**src/rtl/matmul_engine_if.sv**
```systemverilog
// Host-side bundle for matmul_engine: operand load port, start/status, result stream and result read port.
// AW is derived from N so host and engine always agree on element address width.
interface matmul_engine_if #(
  parameter int N  = 3,
  parameter int DW = 16
);
  localparam int AW = $clog2(N*N);

  logic          wr_en;
  logic          wr_sel;
  logic [AW-1:0] wr_addr;
  logic [DW-1:0] wr_data;
  logic          start;
  logic          busy;
  logic          done;
  logic          res_valid;
  logic [AW-1:0] res_idx;
  logic [DW-1:0] res_data;
  logic [AW-1:0] rd_addr;
  logic [DW-1:0] rd_data;
  logic          ovf;

  modport master (
    output wr_en, wr_sel, wr_addr, wr_data, start, rd_addr,
    input  busy, done, res_valid, res_idx, res_data, rd_data, ovf
  );

  modport slave (
    input  wr_en, wr_sel, wr_addr, wr_data, start, rd_addr,
    output busy, done, res_valid, res_idx, res_data, rd_data, ovf
  );
endinterface

```
**src/rtl/matmul_engine.sv**
```systemverilog
// N x N unsigned matrix multiply: read -> multiply -> accumulate, one product per cycle, results streamed and stored.
// Optional MATMUL_SAT_EN clamps overflowing elements to all-ones instead of keeping the low DW bits.
module matmul_engine #(
  parameter int N  = 3,
  parameter int DW = 16
) (
  input  logic            clk,
  input  logic            rst,
  matmul_engine_if.slave  bus
);
  localparam int AW   = $clog2(N*N);
  localparam int NN   = N*N;
  localparam int CW   = $clog2(N);
  localparam int ACCW = 2*DW + $clog2(N);

  typedef enum logic [1:0] {IDLE, RUN, DRAIN, FIN} state_t;

  state_t          r_state;
  logic [CW-1:0]   r_i, r_j, r_k;
  logic [DW-1:0]   r_mem_a [NN];
  logic [DW-1:0]   r_mem_b [NN];
  logic [DW-1:0]   r_mem_r [NN];
  logic [DW-1:0]   r_a_q, r_b_q;
  logic [2*DW-1:0] r_prod;
  logic [ACCW-1:0] r_acc;
  logic            r_v0, r_v1, r_first0, r_first1, r_last0, r_last1;
  logic [AW-1:0]   r_idx0, r_idx1;
  logic            r_busy, r_done, r_res_valid, r_ovf;
  logic [AW-1:0]   r_res_idx;
  logic [DW-1:0]   r_res_data, r_rd_data;

  logic            w_issue, w_k_last, w_j_last, w_i_last, w_big, w_res_wr;
  logic [AW-1:0]   w_a_addr, w_b_addr, w_c_idx;
  logic [ACCW-1:0] w_sum;
  logic [DW-1:0]   w_res;

  assign w_issue  = (r_state == RUN);
  assign w_k_last = (r_k == CW'(N-1));
  assign w_j_last = (r_j == CW'(N-1));
  assign w_i_last = (r_i == CW'(N-1));
  assign w_a_addr = AW'(r_i) * AW'(N) + AW'(r_k);
  assign w_b_addr = AW'(r_k) * AW'(N) + AW'(r_j);
  assign w_c_idx  = AW'(r_i) * AW'(N) + AW'(r_j);

  // k == 0 restarts the sum; the accumulator is wide enough that no carry is ever dropped
  assign w_sum    = (r_first1 ? '0 : r_acc) + ACCW'(r_prod);
  assign w_big    = |w_sum[ACCW-1:DW];
  assign w_res_wr = r_v1 && r_last1;

`ifdef MATMUL_SAT_EN
  assign w_res = w_big ? {DW{1'b1}} : w_sum[DW-1:0];
`else
  assign w_res = w_sum[DW-1:0];
`endif

  // Datapath and storage: arrays and pipeline data are never reset
  always_ff @(posedge clk) begin
    if (r_state == IDLE && bus.wr_en) begin
      if (bus.wr_sel) r_mem_b[bus.wr_addr] <= bus.wr_data;
      else            r_mem_a[bus.wr_addr] <= bus.wr_data;
    end
    if (w_issue) begin
      r_a_q <= r_mem_a[w_a_addr];
      r_b_q <= r_mem_b[w_b_addr];
    end
    r_prod <= (2*DW)'(r_a_q) * (2*DW)'(r_b_q);
    if (r_v1) r_acc <= w_sum;
    if (w_res_wr && !rst) r_mem_r[r_idx1] <= w_res;
  end

  always_ff @(posedge clk) begin
    if (rst) begin
      r_state     <= IDLE;
      r_i         <= '0;
      r_j         <= '0;
      r_k         <= '0;
      r_v0        <= 1'b0;
      r_v1        <= 1'b0;
      r_first0    <= 1'b0;
      r_first1    <= 1'b0;
      r_last0     <= 1'b0;
      r_last1     <= 1'b0;
      r_idx0      <= '0;
      r_idx1      <= '0;
      r_busy      <= 1'b0;
      r_done      <= 1'b0;
      r_res_valid <= 1'b0;
      r_res_idx   <= '0;
      r_res_data  <= '0;
      r_ovf       <= 1'b0;
      r_rd_data   <= '0;
    end else begin
      r_done      <= 1'b0;
      r_res_valid <= 1'b0;
      r_rd_data   <= r_mem_r[bus.rd_addr];

      r_v0     <= w_issue;
      r_first0 <= (r_k == '0);
      r_last0  <= w_k_last;
      r_idx0   <= w_c_idx;
      r_v1     <= r_v0;
      r_first1 <= r_first0;
      r_last1  <= r_last0;
      r_idx1   <= r_idx0;

      if (w_res_wr) begin
        r_res_valid <= 1'b1;
        r_res_idx   <= r_idx1;
        r_res_data  <= w_res;
        if (w_big) r_ovf <= 1'b1;
      end

      case (r_state)
        IDLE: if (bus.start) begin
          r_state <= RUN;
          r_busy  <= 1'b1;
          r_ovf   <= 1'b0;
          r_i     <= '0;
          r_j     <= '0;
          r_k     <= '0;
        end
        RUN: begin
          if (w_k_last) begin
            r_k <= '0;
            if (w_j_last) begin
              r_j <= '0;
              if (w_i_last) begin
                r_i     <= '0;
                r_state <= DRAIN;
              end else begin
                r_i <= r_i + 1'b1;
              end
            end else begin
              r_j <= r_j + 1'b1;
            end
          end else begin
            r_k <= r_k + 1'b1;
          end
        end
        DRAIN: if (!r_v0 && !r_v1) begin
          r_state <= FIN;
          r_busy  <= 1'b0;
          r_done  <= 1'b1;
        end
        default: r_state <= IDLE;
      endcase
    end
  end

  assign bus.busy      = r_busy;
  assign bus.done      = r_done;
  assign bus.res_valid = r_res_valid;
  assign bus.res_idx   = r_res_idx;
  assign bus.res_data  = r_res_data;
  assign bus.rd_data   = r_rd_data;
  assign bus.ovf       = r_ovf;
endmodule

```
**src/flat_wrapper.sv**
```systemverilog
// flat-port wrapper written by rule: the top's interface ports become plain ports
module matmul_engine_flat 
#(
  parameter int N  = 3,
  parameter int DW = 16
)
  (clk, rst, bus_wr_en, bus_wr_sel, bus_wr_addr, bus_wr_data, bus_start, bus_rd_addr, bus_busy, bus_done, bus_res_valid, bus_res_idx, bus_res_data, bus_rd_data, bus_ovf);
  matmul_engine_if #(.N(N), .DW(DW)) bus_i ();
  input  logic clk;
  input  logic rst;
  input wire logic [$bits(bus_i.wr_en)-1:0] bus_wr_en;
  input wire logic [$bits(bus_i.wr_sel)-1:0] bus_wr_sel;
  input wire logic [$bits(bus_i.wr_addr)-1:0] bus_wr_addr;
  input wire logic [$bits(bus_i.wr_data)-1:0] bus_wr_data;
  input wire logic [$bits(bus_i.start)-1:0] bus_start;
  input wire logic [$bits(bus_i.rd_addr)-1:0] bus_rd_addr;
  output wire logic [$bits(bus_i.busy)-1:0] bus_busy;
  output wire logic [$bits(bus_i.done)-1:0] bus_done;
  output wire logic [$bits(bus_i.res_valid)-1:0] bus_res_valid;
  output wire logic [$bits(bus_i.res_idx)-1:0] bus_res_idx;
  output wire logic [$bits(bus_i.res_data)-1:0] bus_res_data;
  output wire logic [$bits(bus_i.rd_data)-1:0] bus_rd_data;
  output wire logic [$bits(bus_i.ovf)-1:0] bus_ovf;
  assign bus_i.wr_en = bus_wr_en;
  assign bus_i.wr_sel = bus_wr_sel;
  assign bus_i.wr_addr = bus_wr_addr;
  assign bus_i.wr_data = bus_wr_data;
  assign bus_i.start = bus_start;
  assign bus_i.rd_addr = bus_rd_addr;
  assign bus_busy = bus_i.busy;
  assign bus_done = bus_i.done;
  assign bus_res_valid = bus_i.res_valid;
  assign bus_res_idx = bus_i.res_idx;
  assign bus_res_data = bus_i.res_data;
  assign bus_rd_data = bus_i.rd_data;
  assign bus_ovf = bus_i.ovf;
  matmul_engine #(.N(N), .DW(DW)) u_core (.clk(clk), .rst(rst), .bus(bus_i));
endmodule
```
**config.mk**
```make
export PLATFORM = sky130hd
export DESIGN_NAME = matmul_engine_flat
export DESIGN_NICKNAME = d
export VERILOG_FILES = /design/src/rtl/matmul_engine_if.sv /design/src/rtl/matmul_engine.sv /design/src/flat_wrapper.sv
export SDC_FILE = /design/constraint.sdc
export NUM_CORES = 1
export LEC_CHECK = 0
export CORE_MARGIN = 4
export CORE_UTILIZATION = 50
export DETAILED_ROUTE_END_ITERATION = 12
export PLACE_DENSITY_LB_ADDON = 0.2
export SYNTH_ARGS = -nofsm -noshare
export SYNTH_HDL_FRONTEND = slang
export SYNTH_SLANG_ARGS = --single-unit
```
**constraint.sdc**
```tcl
create_clock -name clk -period 15.3 [get_ports clk]
set_input_delay 2.295 -clock clk [delete_from_list [all_inputs] [get_ports clk]]
set_output_delay 2.295 -clock clk [all_outputs]
set_load 0.01 [all_outputs]
```
==> flow_summary.toml <==
[run_status]
outcome = "complete, no violations"

[detailed_routing]
vias = 17700
vias_per_cell = 5.43
ant_nets = 0
drtPass1Iterations = 5
drtIter0Drc = 1204
wire_per_inst_um = 20.3
drt_wl_total_um = 66400
route.detailed.drc = 0

[critical_path]
path_class = "reg2reg"
regToRegSetupSlack_ps = 8600
cpMostUsedCell = "fa_1"
critical_path.max_stage_delay_ps = 730
worstReg2RegEnd = "u_core.r_prod[28]"
cp_top_family = "adder cells"
crit_path_top_delay_cell = "edfxtp_1"
crit_fanout = 16
crit_path_end_kind = "flop"
cp.buffers_inverters = 5
cp.arrival_ps = 7240
critPathRequiredTime_ps = 15840
crit_chain = "nand2_1 -> fa_1 -> inv_1 -> fa_1 -> inv_1 -> fa_1 -> inv_1 -> fa_1 -> fa_1 -> inv_1 -> fa_1 -> inv_1 -> ha_1 -> a21o_1 -> a21o_1 -> a21o_1 -> a2111o_1 -> and3_1 -> a2111oi_4 -> o21ai_2 -> a21o_1 -> a21oi_1 -> xnor2_1"
worst_setup_path_start_kind = "flop"
r2r_cells = 23
r2r-start = "u_core.r_b_q[7]"

[floorplanning]
die-height_um = 260
core_region_area_um2 = 62200
dieArea_um2 = 67400
die_w_um = 260
floorplan.initialDensity = 0.509
num_io_pins = 69
fp-row-count = 91

[clock_tree]
clk_latency_ps = 630
clk_pin_slew_ps = 60
clk_path_buf_depth = 3
cts_root_buf = "clkbuf_16"
cts_tree = "yes"
cts_sinks = 592
htree_levels = 2
post-cts-setup-buffer-count = 0
post_cts_resized = 0
cts-hold-fix-buffers = 0
cts_buffers = 57

[cells_and_area]
syn_to_final_growth_pct = 11.6
nNetsFinal = 2762
diodes = 0
drive_gt1_frac = 0.107

[logic_synthesis]
synth_cell_types = 71
avgSynthCellArea_um2 = 13.7
ys.flop_type = "edfxtp_1"
yosysWarnings = 0
synthesis.nets = 2698
netlist_instances = 2315
syn_area_um2 = 31600
ys_ff_latch = 592
synth_edf_count = 498
async_flop_share = 0
ys_seq_area_frac = 0.532

[sta]
slew_headroom = 0.212
finalSetupTns_ps = 0
worstMarginPinSlew_ps = 1180
skew_ps = 35.8
hold_viol_final = 0
clock.fmax_mhz = 149
fin_crit_ps = 6700
drv_slew = 0
finalSetupViolCount = 0
period_share = 0.438
rsz0062_at_grt = "no"

[place]
gp_congestion = 0.902
portBuffers = 68
hpwl_um = 44700

[global_route]
track_usage = 0.202
grt_max_degree = 63
antenna_found_initial = 2
grt_pass1_wl_um = 107000
grt-ovfl-total = 0
grt_pass1_vias = 18800

[flow_run]
maxCapViolations = 0

[worst_hold_path]
min_from = "u_core.r_last0"
holdPathStages = 1
min_path_type = "reg2reg"
holdPathEnd = "u_core.r_last1"
worst max-delay path by stage:
| stage | startpoint | to | slack (ps) | depth (start not counted) |
|---|---|---|---|---|
| global placement | u_core.r_a_q[10] | u_core.r_prod[28] | 8740 | 22 |
| finish | u_core.r_b_q[7] | u_core.r_prod[28] | 8600 | 23 |
| detailed placement | u_core.r_a_q[13] | u_core.r_prod[28] | 8620 | 21 |
| floorplan | u_core.r_b_q[7] | u_core.r_prod[28] | 9030 | 24 |
| global route | u_core.r_a_q[13] | u_core.r_prod[30] | 8270 | 20 |
| CTS | u_core.r_a_q[13] | u_core.r_prod[28] | 8590 | 21 |
worst reg2reg max path, cell delays in order, from the launching register on:
cell	delay [ps]
edfxtp_1	730
nand2_1	170
fa_1	560
inv_1	50
fa_1	500
inv_1	60
fa_1	530
inv_1	50
fa_1	460
fa_1	490
inv_1	50
fa_1	480
inv_1	40
ha_1	320
a21o_1	200
a21o_1	170
a21o_1	220
a2111o_1	300
and3_1	180
a2111oi_4	400
o21ai_2	160
a21o_1	200
a21oi_1	170
xnor2_1	130
flip-flops by register name, indices dropped and copies added, names as in the netlist, 2 cells and up:
register             flops
u_core.r_acc            34
u_core.r_idx1            4
u_core.r_idx0            4
u_core.r_b_q            16
u_core.r_j               2
u_core.r_i               2
u_core.r_state           2
u_core.r_mem_r         144
u_core.r_mem_a         144
u_core.r_a_q            16
u_core.bus.res_idx       4
u_core.bus.rd_data      16
u_core.r_prod           32
u_core.r_mem_b         144
u_core.bus.res_data     16
u_core.r_k               2
area by class of cell:
| cell class | instances | area (um^2) |
|---|---|---|
| sequential | 592 | 16800 |
| inverter | 244 | 916 |
| fill | 5002 | 26900 |
| clock buffer | 68 | 1550 |
| clock inverter | 40 | 424 |
| tap | 837 | 1050 |
| timing repair buffer | 90 | 836 |
| multi-input combinational | 1394 | 13700 |
synthesized netlist by cell type, types with 14 or more instances:
| cell | number | area share |
|---|---|---|
| a21o_1 | 29 | 0.0069 |
| a21oi_1 | 101 | 0.016 |
| and2_1 | 126 | 0.025 |
| buf_1 | 14 | 0.0017 |
| clkbuf_1 | 71 | 0.0084 |
| dfxtp_1 | 94 | 0.059 |
| edfxtp_1 | 498 | 0.47 |
| fa_1 | 199 | 0.13 |
| ha_1 | 155 | 0.061 |
| inv_1 | 244 | 0.029 |
| mux2i_1 | 53 | 0.017 |
| mux4_2 | 96 | 0.068 |
| nand2_1 | 220 | 0.026 |
| nor2_1 | 117 | 0.014 |
| nor2b_1 | 49 | 0.0097 |
| nor3_1 | 19 | 0.0030 |
| o21ai_0 | 32 | 0.0051 |
| xnor2_1 | 47 | 0.013 |
stage by stage:
stage / hold WS, ps / util / cells / area, um^2 / setup WS, ps
6_report: 440 / 0.568 / 3265 / 35300 / 8600
5_1_grt: 456 / 0.568 / 3265 / 35300 / 8270
4_1_cts: 442 / 0.568 / 3265 / 35300 / 8590
3_5_place_dp: 420 / 0.536 / 3157 / 33300 / 8620
3_3_place_gp: 417 / 0.536 / 3157 / 33300 / 8740
2_1_floorplan: 414 / - / 2315 / 31600 / 9030
kinds of logic after synthesis:
| logic type | after synthesis | synth area share |
|---|---|---|
| buf+inv | 329 | 0.0390 |
| flops | 592 | 0.532 |
| fa+ha+maj | 354 | 0.187 |
| xor+xnor | 60 | 0.0166 |
| simple gates | 597 | 0.0919 |
| mux | 150 | 0.0854 |
| compound gates | 233 | 0.0477 |
layout by cell type (no fill, tap or decap), types with 10 or more instances in the layout:
| cell type | count |
|---|---|
| a21o_1 | 29 |
| a21oi_1 | 101 |
| and2_1 | 126 |
| and3_1 | 12 |
| buf_4 | 22 |
| clkbuf_16 | 59 |
| clkdlybuf4s50_1 | 66 |
| clkinv_1 | 13 |
| clkinv_2 | 12 |
| dfxtp_1 | 94 |
| edfxtp_1 | 498 |
| fa_1 | 199 |
| ha_1 | 151 |
| inv_1 | 244 |
| mux2i_1 | 53 |
| mux4_2 | 96 |
| nand2_1 | 220 |
| nand2b_1 | 13 |
| nand3_1 | 10 |
| nor2_1 | 104 |
| nor2_2 | 13 |
| nor2b_1 | 49 |
| nor3_1 | 13 |
| o21ai_0 | 32 |
| xnor2_1 | 46 |
| xor2_1 | 12 |
metal layers:
metal | up-vias | GRT usage | part of all wire
met5 | - | 0 | 0.00020
met4 | 2 | 0.0441 | 0.018
met3 | 91 | 0.0402 | 0.061
met2 | 447 | 0.341 | 0.49
met1 | 8973 | 0.277 | 0.43
li1 | 8207 | - | -
Power is left out: the tool's default activity adds up to more than one toggle a clock period on the data nets, which glitch-free logic cannot reach.
